## src/rtl/iic_pkg.sv

```systemverilog
// Shared types and the default sensor power-up table for the I2C config sequencer.
package iic_pkg;

  typedef enum logic [2:0] {
    ST_IDLE,
    ST_ISSUE,
    ST_WAIT_RSP,
    ST_GAP,
    ST_DONE,
    ST_ERR
  } state_e;

  localparam logic [6:0] DEF_DEV_ADDR = 7'h76;
  localparam int         TABLE_LEN    = 9;

  // Entry 0 is the rightmost element: {reg_addr, data}.
  localparam logic [TABLE_LEN-1:0][15:0] REG_TABLE = {
    16'h3570, 16'h4818, 16'h1D43, 16'h2308, 16'h3660,
    16'h3416, 16'h3308, 16'h2109, 16'h49C0
  };

endpackage

```

## src/rtl/iic_cfg_rom.sv

```systemverilog
// Combinational lookup of one register-table entry; unused indices read as zero.
module iic_cfg_rom
  import iic_pkg::*;
#(
  parameter int NUM_REGS = 9
) (
  input  logic [3:0] idx_i,
  output logic [7:0] reg_addr_o,
  output logic [7:0] data_o
);

  logic [15:0] entry;

  always_comb begin
    entry = 16'h0000;
    if (int'(idx_i) < NUM_REGS && int'(idx_i) < TABLE_LEN) begin
      entry = REG_TABLE[idx_i];
    end
  end

  assign reg_addr_o = entry[15:8];
  assign data_o     = entry[7:0];

endmodule

```

## src/rtl/iic_cfg_seq.sv

```systemverilog
// Walks the sensor power-up table into the I2C write engine, one command per entry,
// retrying NACKed entries and reporting completion or the entry that failed.
module iic_cfg_seq
  import iic_pkg::*;
#(
  parameter logic [6:0] DEV_ADDR   = DEF_DEV_ADDR,
  parameter int         NUM_REGS   = 9,
  parameter int         MAX_RETRY  = 3,
  parameter int         GAP_CYCLES = 1000,
  parameter int         AUTO_START = 1
) (
  input  logic       clk,
  input  logic       rst,
  input  logic       start,
  output logic       cmd_valid,
  input  logic       cmd_ready,
  output logic [6:0] cmd_dev_addr,
  output logic [7:0] cmd_reg_addr,
  output logic [7:0] cmd_data,
  input  logic       rsp_valid,
  input  logic       rsp_nack,
  output logic       busy,
  output logic       done,
  output logic       error,
  output logic [3:0] err_index
);

  localparam int IDX_W = (NUM_REGS > 1) ? $clog2(NUM_REGS) : 1;
  localparam int GAP_W = $clog2(GAP_CYCLES + 1);

  localparam logic [IDX_W-1:0] LAST_IDX  = IDX_W'(NUM_REGS - 1);
  localparam logic [GAP_W-1:0] GAP_LAST  = GAP_W'(GAP_CYCLES - 1);
  localparam logic [2:0]       RETRY_MAX = 3'(MAX_RETRY);
  localparam logic             AUTO      = (AUTO_START != 0);

  state_e           state_q,   state_d;
  logic [IDX_W-1:0] idx_q,     idx_d;
  logic [2:0]       retry_q,   retry_d;
  logic [GAP_W-1:0] gap_q,     gap_d;
  logic [3:0]       err_idx_q, err_idx_d;
  logic [3:0]       rom_idx;

  assign rom_idx = 4'(idx_q);

  iic_cfg_rom #(
    .NUM_REGS (NUM_REGS)
  ) u_rom (
    .idx_i      (rom_idx),
    .reg_addr_o (cmd_reg_addr),
    .data_o     (cmd_data)
  );

  always_ff @(posedge clk) begin
    if (rst) begin
      state_q   <= ST_IDLE;
      idx_q     <= '0;
      retry_q   <= '0;
      gap_q     <= '0;
      err_idx_q <= '0;
    end else begin
      state_q   <= state_d;
      idx_q     <= idx_d;
      retry_q   <= retry_d;
      gap_q     <= gap_d;
      err_idx_q <= err_idx_d;
    end
  end

  always_comb begin
    state_d   = state_q;
    idx_d     = idx_q;
    retry_d   = retry_q;
    gap_d     = gap_q;
    err_idx_d = err_idx_q;
    case (state_q)
      ST_IDLE: begin
        if (AUTO || start) begin
          state_d = ST_ISSUE;
          idx_d   = '0;
          retry_d = '0;
        end
      end
      ST_ISSUE: begin
        if (cmd_ready) state_d = ST_WAIT_RSP;
      end
      ST_WAIT_RSP: begin
        if (rsp_valid) begin
          if (!rsp_nack) begin
            retry_d = '0;
            if (idx_q == LAST_IDX) begin
              state_d = ST_DONE;
            end else begin
              idx_d   = idx_q + 1'b1;
              gap_d   = '0;
              state_d = ST_GAP;
            end
          end else if (retry_q < RETRY_MAX) begin
            retry_d = retry_q + 3'd1;
            gap_d   = '0;
            state_d = ST_GAP;
          end else begin
            err_idx_d = 4'(idx_q);
            state_d   = ST_ERR;
          end
        end
      end
      ST_GAP: begin
        if (gap_q == GAP_LAST) begin
          gap_d   = '0;
          state_d = ST_ISSUE;
        end else begin
          gap_d = gap_q + 1'b1;
        end
      end
      ST_DONE, ST_ERR: begin
        if (start) begin
          state_d = ST_ISSUE;
          idx_d   = '0;
          retry_d = '0;
        end
      end
      default: state_d = ST_IDLE;
    endcase
  end

  always_comb begin
    cmd_valid    = (state_q == ST_ISSUE);
    busy         = (state_q == ST_ISSUE) || (state_q == ST_WAIT_RSP) || (state_q == ST_GAP);
    done         = (state_q == ST_DONE);
    error        = (state_q == ST_ERR);
    err_index    = err_idx_q;
    cmd_dev_addr = DEV_ADDR;
  end

endmodule
```

## config.mk

```make
export PLATFORM = sky130hd
export DESIGN_NAME = iic_cfg_seq
export DESIGN_NICKNAME = d
export VERILOG_FILES = /design/src/rtl/iic_pkg.sv /design/src/rtl/iic_cfg_rom.sv /design/src/rtl/iic_cfg_seq.sv
export SDC_FILE = /design/constraint.sdc
export NUM_CORES = 1
export LEC_CHECK = 0
export BUFFER_PORTS_ARGS = -buffer_cell sky130_fd_sc_hd__buf_4
export CAP_MARGIN = 20
export CORE_MARGIN = 2
export CORE_UTILIZATION = 60
export CTS_BUF_LIST = sky130_fd_sc_hd__clkbuf_4
export DETAILED_ROUTE_END_ITERATION = 12
export PLACE_DENSITY = 0.85
export SYNTH_ARGS = -nofsm -noshare
export SYNTH_HDL_FRONTEND = slang
export SYNTH_HIERARCHICAL = 1
export SYNTH_SLANG_ARGS = --single-unit
```

## constraint.sdc

```tcl
create_clock -name clk -period 3.18 [get_ports clk]
set_clock_uncertainty 0.2 [all_clocks]
set_input_delay 0.795 -clock clk [delete_from_list [all_inputs] [get_ports clk]]
set_output_delay 0.795 -clock clk [all_outputs]
set_load 0.01 [all_outputs]
```

=== Word level (Yosys, flattened, before mapping) ===
Memory sizes are Yosys's and may differ from the RTL's. A register that Yosys moved wholly into a read port is not among the register bits.
Index checks and enable logic that the tools add are counted.

* Add/sub/neg operators: 3
* Order comparisons: 3
* Eq/ne operators: 15
* Multiplexer cells: 28
* Bitwise logic cells: 1
* Reduce and logical (&&, ||, !) cells: 11

{| class="wikitable"
|+ Operators by type and width
! kind !! number
|-
| $mux W10 || 5
|-
| $mux W3 || 11
|-
| $mux W16 || 2
|-
| $mux W4 || 6
|-
| $pmux W10 S2 || 1
|-
| $reduce_and A4 Y1 || 4
|-
| $pmux W3 S5 || 1
|-
| $pmux W4 S3 || 1
|-
| $add A10 B1 Y10 const B || 1
|-
| $eq A10 B10 Y1 const B || 1
|-
| $ne A2 B2 Y1 const B || 5
|-
| $pmux W3 S3 || 1
|-
| $eq A3 B2 Y1 const B || 2
|-
| $eq A3 B3 Y1 const B || 2
|-
| $ne A3 B3 Y1 const B || 2
|-
| $lt A4 B5 Y1 const B || 1
|-
| $reduce_and A5 Y1 || 1
|-
| $add A4 B1 Y4 const B || 1
|-
| $eq A4 B4 Y1 const B || 1
|-
| $lt A4 B4 Y1 const B || 1
|-
| $add A3 B1 Y3 const B || 1
|-
| $eq A3 B1 Y1 const B || 1
|-
| $logic_not A3 Y1 || 1
|-
| $lt A3 B2 Y1 const B || 1
|-
| 6 further kinds || 7
|}

* Register bits: 24
* Bits in read-only memories: 256
* Input port bits: 6
* Logic and storage cells: 67
* Memories: 1

{| class="wikitable"
|+ Memories
! memory !! depth !! bits a word !! rd ports !! clocked after Yosys merged registers in !! wr ports !! line !! source
|-
| (no name shown) || 16 || 16 || 1 || 1 || 0 || iic_cfg_rom.sv:17 || <nowiki>entry = REG_TABLE[idx_i];</nowiki>
|}

=== Logic depth before layout (Yosys ltp) ===
* Depth in word-level cells: 7
* Depth in mapped cells: 6

=== Hierarchy ===
The synthesis kept the hierarchy.

{| class="wikitable"
|+ Modules (own cells, without submodules)
! module !! instances !! cells each !! area an instance (µm²) !! seq. area each (µm²)
|-
| iic_cfg_seq || 1 || 174 || 1467.7 || 480.5
|-
| iic_cfg_rom || 1 || 50 || 309.0 || 0.0
|}

=== Worst setup path before layout ===
No wires, ideal clock.

* Path kind: register to output
* Start: register idx_q[0]
* End: output port cmd_data[6]
* Arrival: 1336 ps
* Slack: 849 ps
* Cell stages (with the launch flop): 5
* Path buffers: 0
* Cells stage by stage: dfxtp_1 inv_1 ha_1 o311ai_1 nor2_1

* Longest elaborated chain between the ends: 2

{| class="wikitable"
|+ Ends and longest elaborated chain
! what !! line !! source
|-
| start: declaration || iic_cfg_seq.sv:37 || <nowiki>logic [IDX_W-1:0] idx_q, idx_d;</nowiki>
|-
| start signal: assignment || iic_cfg_seq.sv:62 || <nowiki>idx_q <= idx_d;</nowiki>
|-
| $lt A4 B4 Y1 || iic_cfg_rom.sv:16 || <nowiki>if (int'(idx_i) < NUM_REGS && int'(idx_i) < TABLE_LEN) begin</nowiki>
|-
| $mux W16 || iic_cfg_rom.sv:16 ||
|-
| end: declaration || iic_cfg_seq.sv:19 || <nowiki>output logic [7:0] cmd_data,</nowiki>
|}

No other way between the ends.

=== Worst setup path in the final report ===
* Start: register idx_q[1]
* End: output port cmd_data[6]

Same word-level chain as after synthesis.

==> impl_metrics.yaml <==
sta:
  hold_slack_ps: 302
  setup_viol: 0
  timing.final.crit_share_pct: 91.6
  grt_setup_unrepaired: "no"
  max_freq_mhz: 343
  worstMarginPinSlew_ps: 766
  max-slew-margin-rel_pct: 48.9
  finalHoldViolations: 0
  tns_ps: 0
  period_minus_slack_ps: 2910
  slew_violations: 0
final_layout:
  num-fill-cells: 240
  area_growth_pct: 10.8
  drive_gt1_share_pct: 18.0
  final_nets: 262
  final_cell_mix: "buf_4, dfxtp_1, nand3_1"
  diodes: 0
  layout_commonest_cell: "buf_4"
  seqCellArea_sq_um: 480
  multi_input_area_sq_um: 1160
setup_path:
  path_cells: "inv_1 -> ha_1 -> o311ai_1 -> nor2_1 -> buf_4"
  rr_startpoint: "idx_q[3]$_SDFFE_PP0P_"
  crit_type: "reg2out"
  crit_fanout: 12
  crit_path_max_incr_delay_ps: 580
  worstPathArrival_ps: 1920
  cp.required_ps: 2180
  crit_path_start_kind: "flop"
  slowest_stage: "dfxtp_1"
  cp-startpoint: "idx_q[1]$_SDFFE_PP0P_"
  crit_path_end_kind: "output pin"
synth:
  netlist_area_sq_um: 1780
  synth_top_area_share_pct: 27.0
  synth-compound-area-share_pct: 23.0
  yosys.area.top_type: "dfxtp_1"
  ys_ff_latch: 24
  ys_top_cells_by_area: "dfxtp_1, ha_1, mux2i_1, nand3_1, a21oi_1"
  syn_avg_cell_area_sq_um: 7.93
  yosysSeqAreaShare_pct: 27.0
  synth_top_family_by_area: "simple AND/OR/NAND/NOR gates"
  synth-main-ff-cell: "dfxtp_1"
  synth_xor_area_share_pct: 0.493
  synth-async-reset-ratio_pct: 0
  synth_cell_type_count: 52
  syn_inst: 224
  synth-simple-area-share_pct: 26.1
  synth_edf_count: 0
  muxShareOfSynthArea_pct: 6.76
  yosys.area_share.adder_pct: 7.04
  synth_warnings: 6
cts:
  cts_inserted_buffers: 3
  cts_htree_levels: 1
  cts-resized-gates: 0
  ctsHoldBuffers: 0
  postCtsSetupBuffers: 0
  root_buffer: "clkbuf_4"
  clock_latency_ps: 310
  clkSinkCount: 24
  clk_pin_slew_ps: 130
  clockBufferDepth: 2
  cts_tree: "built"
detailed_routing:
  avgRoutedWirePerCell_um: 12.7
  drt-pass1-iter-count: 5
  viasPerCell: 5.87
  drtIter0Drc: 116
  ant_nets: 0
  wl_mm: 3.50
  drc: 0
  num_vias: 1615
pwr:
  vdd.ir_drop.worst_mv: 0.388
  p_leak_uw: 0.000821
  power.density_nw_per_um2: 464
status:
  status: "finished clean"
floorplanning:
  die_y_um: 58.4
  pin_count: 37
  dieWidth_um: 58.4
  rows: 19
  start_util_pct: 63.9
  die_area_sq_um: 3410
  coreArea_sq_um: 2780
global_route:
  grtUsageTotal_pct: 21.7
  overflow: 0
  antenna_found_initial: 0
  grt_pass1_vias: 1340
  grt_pass1_wl_mm: 5.89
  grt_max_degree: 26
place:
  port_buffers: 28
  hpwl_mm: 2.59
  place_congestion: 0.866
worst_hold_path:
  min_path_type: "reg2reg"
  holdCritStartpoint: "gap_q[0]$_SDFFE_PP0P_"
run:
  maxCapViolCount: 0
[report_power, final]
part	internal, uW	total [uW]	switching, uW
registers	319	360	40.8
logic	187	423	236
clock network	44.3	131	86.3
[sequential cells by signal, indices dropped and copies added (netlist names)]
signal / cells
gap_q: 10
err_index: 4
idx_q: 4
retry_q: 3
state_q: 3
[synthesized netlist by cell type, drive strengths merged (2+ instances only)]
cell type  count
and3           2
a31oi          3
or3            6
clkbuf         2
conb           3
a21oi         19
buf           16
and3b          2
nor4           2
nand3         20
nor3           5
nor3b          5
o21ai          9
o31a           3
o22ai          3
o2111ai        3
a21o           4
inv           12
nand2         16
nor2          15
nand4          2
mux2i         12
nand2b         4
ha            10
dfxtp         24
a21boi         4
[path summary, 6_finish.rpt]
path | cells past startpoint | endpoint | slack (ps)
setup / recovery | 5 | cmd_data[6] | 270
hold reg to reg | 2 | gap_q[0]$_SDFFE_PP0P_ | 300
setup reg to reg | 4 | state_q[2]$_SDFFE_PP0P_ | 1080
hold / removal | 2 | gap_q[0]$_SDFFE_PP0P_ | 300
[final cells by class]
cell class / count / share of cell area (%)
multi-input combinational: 175 / 58.7
clock buffer: 3 / 1.14
timing repair buffer: 30 / 11.4
inverter: 12 / 2.29
sequential: 24 / 24.4
tap: 31 / 1.97
[routing by layer]
metal | track usage [%] | part of all wire (%)
met2 | 37.2 | 48
met4 | 6.64 | 0.77
met5 | 0 | 0
met1 | 28.4 | 47
met3 | 2.86 | 4.5
[cell families (layout without fill, tap and decap cells)]
group / after synthesis / count (layout)
AND/OR/NAND/NOR: 86 / 86
AO/OA/AOI/OAI: 58 / 58
multiplexers: 12 / 12
XOR/XNOR: 1 / 1
adder cells (fa/ha/maj): 10 / 10
flip-flops: 24 / 24
buffers and inverters: 30 / 45
other: 3 / 8
[stage by stage]
| stage | utilization [%] | cells | setup slack, ps | power (uW) | instance area, sq um |
|---|---|---|---|---|---|
| finish | 70.8 | 275 | 266 | 914 | 1970 |
| global route | 70.8 | 275 | 134 | 983 | 1970 |
| CTS | 70.8 | 275 | 241 | 921 | 1970 |
| detailed placement | 70.0 | 272 | 613 | 791 | 1950 |
| global placement | 70.0 | 272 | 663 | 782 | 1950 |
| floorplan | - | 229 | 849 | 676 | 1800 |
[worst max-delay path: cells and delay by family, from the launching register on]
| kind | cells | cell delay [ps] |
|---|---|---|
| and+or+nand+nor | 1 | 90 |
| DFF | 1 | 580 |
| adders and majority gates | 1 | 290 |
| AOI/OAI and AO/OA | 1 | 360 |
| buffers and inverters | 2 | 310 |
Power figures use the tool's default switching activity.
